### src/rtl/rc4_pkg.sv
`default_nettype none
// ============================================================================
// Module   : rc4_pkg
// Desc     : Shared RC4 sequencer types, S-memory depth and key-byte helper.
// Revision : 1.0
// ============================================================================
package rc4_pkg;

    localparam int S_DEPTH    = 256;
    localparam int c_key_max  = 16;
    localparam int c_key_bits = 8 * c_key_max;

    typedef enum logic [3:0] {
        ST_IDLE = 4'd0,
        ST_INIT = 4'd1,
        ST_K_RI = 4'd2,
        ST_K_LI = 4'd3,
        ST_K_RJ = 4'd4,
        ST_K_LJ = 4'd5,
        ST_K_WI = 4'd6,
        ST_K_WJ = 4'd7,
        ST_PRGA = 4'd8,
        ST_DONE = 4'd9
    } rc4_state_e;

    // Key byte n lives at bits [8n+7:8n]; caller zero-extends the key to c_key_bits.
    function automatic logic [7:0] key_byte(input logic [c_key_bits-1:0] key,
                                            input logic [7:0]            idx);
        logic [c_key_bits-1:0] shifted;
        shifted = key >> {idx, 3'b000};
        return shifted[7:0];
    endfunction

endpackage
`default_nettype wire

### src/rtl/rc4_ksa.sv
`default_nettype none
// ============================================================================
// Module   : rc4_ksa
// Desc     : Fills S with the identity permutation, then runs the RC4 key
//            schedule through a single-port S interface. Pulses finish on exit.
// Revision : 1.0
// ============================================================================
module rc4_ksa
    import rc4_pkg::*;
#(
    parameter int KEY_LEN = 3
) (
    input  logic                 clk,
    input  logic                 rst,
    input  logic                 start,
    input  logic [8*KEY_LEN-1:0] key,
    output logic [7:0]           s_addr,
    output logic [7:0]           s_wdata,
    output logic                 s_we,
    input  logic [7:0]           s_rdata,
    output logic                 finish
);

    rc4_state_e r_state;
    rc4_state_e w_state_nxt;
    logic [8:0] r_i;
    logic [7:0] r_j;
    logic [7:0] r_kidx;
    logic [7:0] r_si;
    logic [7:0] r_sj;
    logic       w_last_i;

    assign w_last_i = (r_i == 9'(S_DEPTH - 1));

    always_ff @(posedge clk) begin
        if (rst) begin
            r_state <= ST_IDLE;
            r_i     <= '0;
            r_j     <= '0;
            r_kidx  <= '0;
            r_si    <= '0;
            r_sj    <= '0;
        end else begin
            r_state <= w_state_nxt;
            case (r_state)
                ST_IDLE: begin
                    if (start) begin
                        r_i    <= '0;
                        r_j    <= '0;
                        r_kidx <= '0;
                    end
                end
                ST_INIT: r_i <= w_last_i ? 9'd0 : r_i + 9'd1;
                ST_K_LI: begin
                    r_si <= s_rdata;
                    r_j  <= r_j + s_rdata + key_byte(c_key_bits'(key), r_kidx);
                end
                ST_K_LJ: r_sj <= s_rdata;
                ST_K_WJ: begin
                    // Key index is a wrapping counter so no modulo is needed.
                    r_kidx <= (r_kidx == 8'(KEY_LEN - 1)) ? 8'd0 : r_kidx + 8'd1;
                    r_i    <= r_i + 9'd1;
                end
                default: ;
            endcase
        end
    end

    always_comb begin
        w_state_nxt = r_state;
        s_addr      = '0;
        s_wdata     = '0;
        s_we        = 1'b0;
        finish      = 1'b0;
        case (r_state)
            ST_IDLE: if (start) w_state_nxt = ST_INIT;
            ST_INIT: begin
                s_we    = 1'b1;
                s_addr  = r_i[7:0];
                s_wdata = r_i[7:0];
                if (w_last_i) w_state_nxt = ST_K_RI;
            end
            ST_K_RI: begin
                s_addr      = r_i[7:0];
                w_state_nxt = ST_K_LI;
            end
            ST_K_LI: w_state_nxt = ST_K_RJ;
            ST_K_RJ: begin
                s_addr      = r_j;
                w_state_nxt = ST_K_LJ;
            end
            ST_K_LJ: w_state_nxt = ST_K_WI;
            ST_K_WI: begin
                s_we        = 1'b1;
                s_addr      = r_i[7:0];
                s_wdata     = r_sj;
                w_state_nxt = ST_K_WJ;
            end
            ST_K_WJ: begin
                s_we    = 1'b1;
                s_addr  = r_j;
                s_wdata = r_si;
                if (w_last_i) begin
                    finish      = 1'b1;
                    w_state_nxt = ST_IDLE;
                end else begin
                    w_state_nxt = ST_K_RI;
                end
            end
            default: w_state_nxt = ST_IDLE;
        endcase
    end

endmodule
`default_nettype wire

### src/rtl/rc4_ctrl.sv
`default_nettype none
// ============================================================================
// Module   : rc4_ctrl
// Desc     : RC4 sequencer: key schedule via rc4_ksa, then hands S to the prng
//            and XORs each keystream byte with the message into ciphertext RAM.
// Revision : 1.0
// ============================================================================
module rc4_ctrl
    import rc4_pkg::*;
#(
    parameter int KEY_LEN = 3,
    parameter int MSG_LEN = 32,
    localparam int c_k_w  = (MSG_LEN > 1) ? $clog2(MSG_LEN) : 1
) (
    input  logic                 clk,
    input  logic                 rst,
    input  logic                 start,
    input  logic [8*KEY_LEN-1:0] secret_key,
    output logic [7:0]           s_addr,
    output logic [7:0]           s_wdata,
    output logic                 s_we,
    input  logic [7:0]           s_rdata,
    output logic                 s_grant_prng,
    output logic                 key_gen,
    input  logic                 byte_done,
    input  logic [7:0]           cipherkey,
    output logic [c_k_w-1:0]     msg_addr,
    input  logic [7:0]           msg_data,
    output logic [c_k_w-1:0]     ct_addr,
    output logic [7:0]           ct_data,
    output logic                 ct_we,
    output logic                 busy,
    output logic                 done
);

    rc4_state_e           r_state;
    rc4_state_e           w_state_nxt;
    logic [8*KEY_LEN-1:0] r_key;
    logic [c_k_w-1:0]     r_k;
    logic                 r_byte_done_q;
    logic                 w_accept;
    logic                 w_rise;
    logic                 w_last;
    logic                 w_ksa_start;
    logic                 w_ksa_finish;

    assign w_accept = start && ((r_state == ST_IDLE) || (r_state == ST_DONE));
    assign w_rise   = byte_done && !r_byte_done_q;
    assign w_last   = (r_k == c_k_w'(MSG_LEN - 1));

    rc4_ksa #(
        .KEY_LEN (KEY_LEN)
    ) u_ksa (
        .clk     (clk),
        .rst     (rst),
        .start   (w_ksa_start),
        .key     (r_key),
        .s_addr  (s_addr),
        .s_wdata (s_wdata),
        .s_we    (s_we),
        .s_rdata (s_rdata),
        .finish  (w_ksa_finish)
    );

    always_ff @(posedge clk) begin
        if (rst) begin
            r_state       <= ST_IDLE;
            r_key         <= '0;
            r_k           <= '0;
            r_byte_done_q <= 1'b0;
        end else begin
            r_state       <= w_state_nxt;
            r_byte_done_q <= byte_done;
            if (w_accept) begin
                r_key <= secret_key;
                r_k   <= '0;
            end else if ((r_state == ST_PRGA) && w_rise) begin
                r_k <= r_k + c_k_w'(1);
            end
        end
    end

    // byte_done stays high two cycles; only its rising edge commits a byte.
    always_comb begin
        w_state_nxt = r_state;
        w_ksa_start = 1'b0;
        key_gen     = 1'b0;
        ct_we       = 1'b0;
        ct_data     = '0;
        case (r_state)
            ST_IDLE, ST_DONE: begin
                if (start) begin
                    w_ksa_start = 1'b1;
                    w_state_nxt = ST_INIT;
                end
            end
            ST_INIT: if (w_ksa_finish) w_state_nxt = ST_PRGA;
            ST_PRGA: begin
                key_gen = 1'b1;
                if (w_rise) begin
                    ct_we   = 1'b1;
                    ct_data = msg_data ^ cipherkey;
                    if (w_last) begin
                        key_gen     = 1'b0;
                        w_state_nxt = ST_DONE;
                    end
                end
            end
            default: w_state_nxt = ST_IDLE;
        endcase
    end

    assign s_grant_prng = (r_state == ST_PRGA);
    assign busy         = (r_state == ST_INIT) || (r_state == ST_PRGA);
    assign done         = (r_state == ST_DONE);
    assign msg_addr     = r_k;
    assign ct_addr      = r_k;

endmodule
`default_nettype wire

### config.mk
export PLATFORM = sky130hd
export DESIGN_NAME = rc4_ctrl
export DESIGN_NICKNAME = d
export VERILOG_FILES = /design/src/rtl/rc4_pkg.sv /design/src/rtl/rc4_ksa.sv /design/src/rtl/rc4_ctrl.sv
export SDC_FILE = /design/constraint.sdc
export NUM_CORES = 1
export LEC_CHECK = 0
export ABC_AREA = 1
export CAP_MARGIN = 0
export CORE_UTILIZATION = 45
export CTS_CLUSTER_SIZE = 20
export DETAILED_ROUTE_END_ITERATION = 16
export PLACE_DENSITY = 0.8
export SLEW_MARGIN = 5
export SYNTH_ARGS = -nofsm -noshare
export SYNTH_HDL_FRONTEND = slang
export SYNTH_SLANG_ARGS = --single-unit
### constraint.sdc
create_clock -name clk -period 5.2 [get_ports clk]
set_clock_uncertainty 0.05 [all_clocks]
set_input_delay 1.04 -clock clk [delete_from_list [all_inputs] [get_ports clk]]
set_output_delay 1.04 -clock clk [all_outputs]
set_load 0.01 [all_outputs]
==> flow_summary.toml <==
[pwr]
peakVddDrop_mv = 0.150
p_clk_share_pct = 26.0
leakagePower_uw = 0.00210
p_comb_share_pct = 34.9
p_switching_uw = 675
powerDensity_nw_per_um2 = 349
pwr-share-seq_pct = 39.1
p_int_uw = 1160
netSwitchingFraction_pct = 36.9

[clock_network]
numCtsBuffers = 9
clock_sinks = 76
cts_tree = "built"
insertion_delay_ns = 0.36
cts.hold.buffers_added = 0
clk_pin_slew_ns = 0.08
cts_buffer_depth = 2
clock-root-buffer = "clkbuf_8"
ctsResizeCount = 0
htreeDepth = 3
post_cts_buffers = 0

[routing]
wire_per_inst_um = 13.0
ant_nets = 0
routed_wirelength_mm = 10.0
drt_iter0_drc = 191
drt_first_pass_iters = 4
vias = 3986
remaining_drc_errors = 0
via_per_inst = 5.16

[global_routing]
grt_start_max_net_pins = 49
grt_pass1_wl_mm = 16.7
grtUsageTotal_pct = 21.6
grt_pass1_vias = 3766
grt.overflow.total = 0
grt_antenna_before_repair = 0

[synth]
synthCells = 582
synthArstFlopShare_pct = 0
synth.top_cells.by_area = "dfxtp_1, nor2_1, o21ai_0"
ys_seq_area_share_pct = 37.0
ys_top_cells_by_count = "nor2_1, dfxtp_1, nand2_1"
yosysMostFrequentCell = "nor2_1"
ys_types = 36
yosysWarnings = 0
ys_seq_elements = 76
synth.top_cell.area_share_pct = 37.0
synth_nets = 658
synth_edf_count = 0
synth_area_leader_cell = "dfxtp_1"
synth_area_um2 = 4110
avgSynthCellArea_um2 = 7.06
ys.flop_type = "dfxtp_1"

[die]
io_pins = 92
fp-row-count = 34
core-area_um2 = 8760
die_h_um = 97.6
die_area_um2 = 9520
start_util_pct = 46.9
die_w_um = 97.6

[worst_setup_path]
critPathMaxFanout = 13
crit_required_ns = 4.11
cp_data_arrival_time_ns = 3.06
cp.buffers_inverters = 4
crit_slowest_cell = "clkdlybuf4s50_1"
path_class = "in -> out"
cp_top_family = "buffers and inverters"
timing.rr.start = "u_ksa.r_kidx[0]"
ff2ff_setup_slack_ns = 2.00
cp-end-kind = "primary output"
reg2reg_to = "u_ksa.r_j[7]"
crit_chain = "clkdlybuf4s50_1 -> inv_1 -> or2_2 -> nor2_1 -> inv_1 -> nor2_1 -> clkdlybuf4s50_1"
worstRegToRegCells = 14
start_kind = "input port"
critPathMaxStageDelay_ns = 0.55

[finish]
regArea_um2 = 1520
multiInputGateArea_um2 = 2190
n_antenna_cell = 0
drive_gt1_share_pct = 4.51
instances_no_fill = 773
fill_cells = 804
area_growth_pct = 27.7
final_nets = 736

[min_path]
hold_end = "u_ksa.r_sj[7]"
hold_path_startpoint = "u_ksa.r_sj[7]"
hold_class = "reg -> reg"
hold_depth = 2

[placed_design]
port_buffers = 91
gp_congestion = 0.845
dp_hpwl_mm = 7.68
dpl_worst_slack_ns = 1.06
placedCellCount = 757

[sta]
slew_viol_final = 0
setup_viol = 0
hold_violations = 0
fmax_mhz = 241
grt_setup_unrepaired = "false"
fin_setup_tns_ns = 0
fin_ws_ns = 1.05
worstMarginPinSlew_ns = 1.12
max-slew-margin-rel_pct = 25.4
period_share_pct = 79.8
min_period_ns = 4.15

[run_status]
outcome = "complete, no violations"

[job]
max_cap_viol_count = 0
[kinds of logic (layout without fill, tap and decap cells)]
group,after synthesis,after routing,share of synthesized area (%)
compound gates,143,143,19.1
xor+xnor,10,10,2.13
fa+ha+maj,24,24,8.77
buf+inv,99,182,9.74
flops,76,76,37.0
simple gates,230,230,23.2
[power by group through the flow]
stage	Clock [uW]	Combinational [uW]	Sequential, uW
3_5_place_dp	0	639	730
4_1_cts	480	642	717
2_1_floorplan	0	435	717
6_report	476	639	716
5_1_grt	510	728	728
3_3_place_gp	0	613	725
[layout make-up]
cell class / count / area share (%)
clock inverters: 6 / 1.36
well taps: 108 / 2.57
flip-flops and latches: 76 / 29.0
inverters: 74 / 5.29
multi-input cells: 407 / 41.7
repair buffers: 92 / 17.5
clock buffers: 10 / 2.62
[cell usage in the layout (no fill, tap or decap), types with 3 or more instances in the layout]
master           count
dfxtp_1             76
ha_1                16
clkbuf_8            10
inv_1               70
nor2_1             110
o21ai_2              3
a211oi_1             3
nand4_1              3
o21ai_0             69
xnor2_1              8
fa_1                 8
nand3_1             22
o22ai_1              6
clkdlybuf4s50_1     91
nand2_1             76
a21oi_1             48
o221ai_1             8
nor3_1               7
[worst max-delay path by stage]
stage | startpoint | to | slack [ns] | cells past startpoint
2_1_floorplan | byte_done | ct_data[0] | 1.99 | 6
3_3_place_gp | byte_done | ct_data[3] | 1.10 | 7
3_5_place_dp | byte_done | ct_data[7] | 1.06 | 7
4_1_cts | byte_done | ct_data[7] | 1.05 | 7
5_1_grt | byte_done | ct_data[4] | 0.85 | 7
6_report | byte_done | ct_data[2] | 1.05 | 7
[sequential cells by signal, indices dropped and copies added (netlist names)]
signal / count
u_ksa.r_si: 8
u_ksa.r_state: 3
u_ksa.r_i: 9
u_ksa.r_sj: 8
r_state: 2
u_ksa.r_j: 8
u_ksa.r_kidx: 8
r_byte_done_q: 1
ct_addr: 5
r_key: 24
[metal layers]
| metal | up-vias | GRT usage (%) | part of all wire (%) |
|---|---|---|---|
| met5 | - | 0 | 0 |
| met4 | 0 | 4.86 | 0.91 |
| met3 | 9 | 5.04 | 5.7 |
| met2 | 138 | 37.8 | 48 |
| met1 | 1789 | 26.7 | 45 |
| li1 | 2050 | - | - |
[worst register-to-register path, stage by stage, from the launching register on]
cell and delay, ns:
dfxtp_1 0.64, inv_1 0.30, o21ai_0 0.22, a21oi_1 0.12, fa_1 0.51, ha_1 0.21, inv_1 0.07, fa_1 0.35
inv_1 0.11, nand4_1 0.10, nand3_1 0.13, inv_1 0.05, nand2_1 0.06, nand3_1 0.06, a21oi_1 0.14
[stage by stage]
step	hold WS, ns	area, um2	power [uW]	utilization (%)
floorplan	0.379	4110	1150	-
global placement	0.391	5040	1340	57.5
detailed placement	0.394	5040	1370	57.5
CTS	0.407	5250	1840	59.9
global route	0.425	5250	1970	59.9
finish	0.409	5250	1830	59.9
Note: power is estimated with default switching activity, not from simulation.
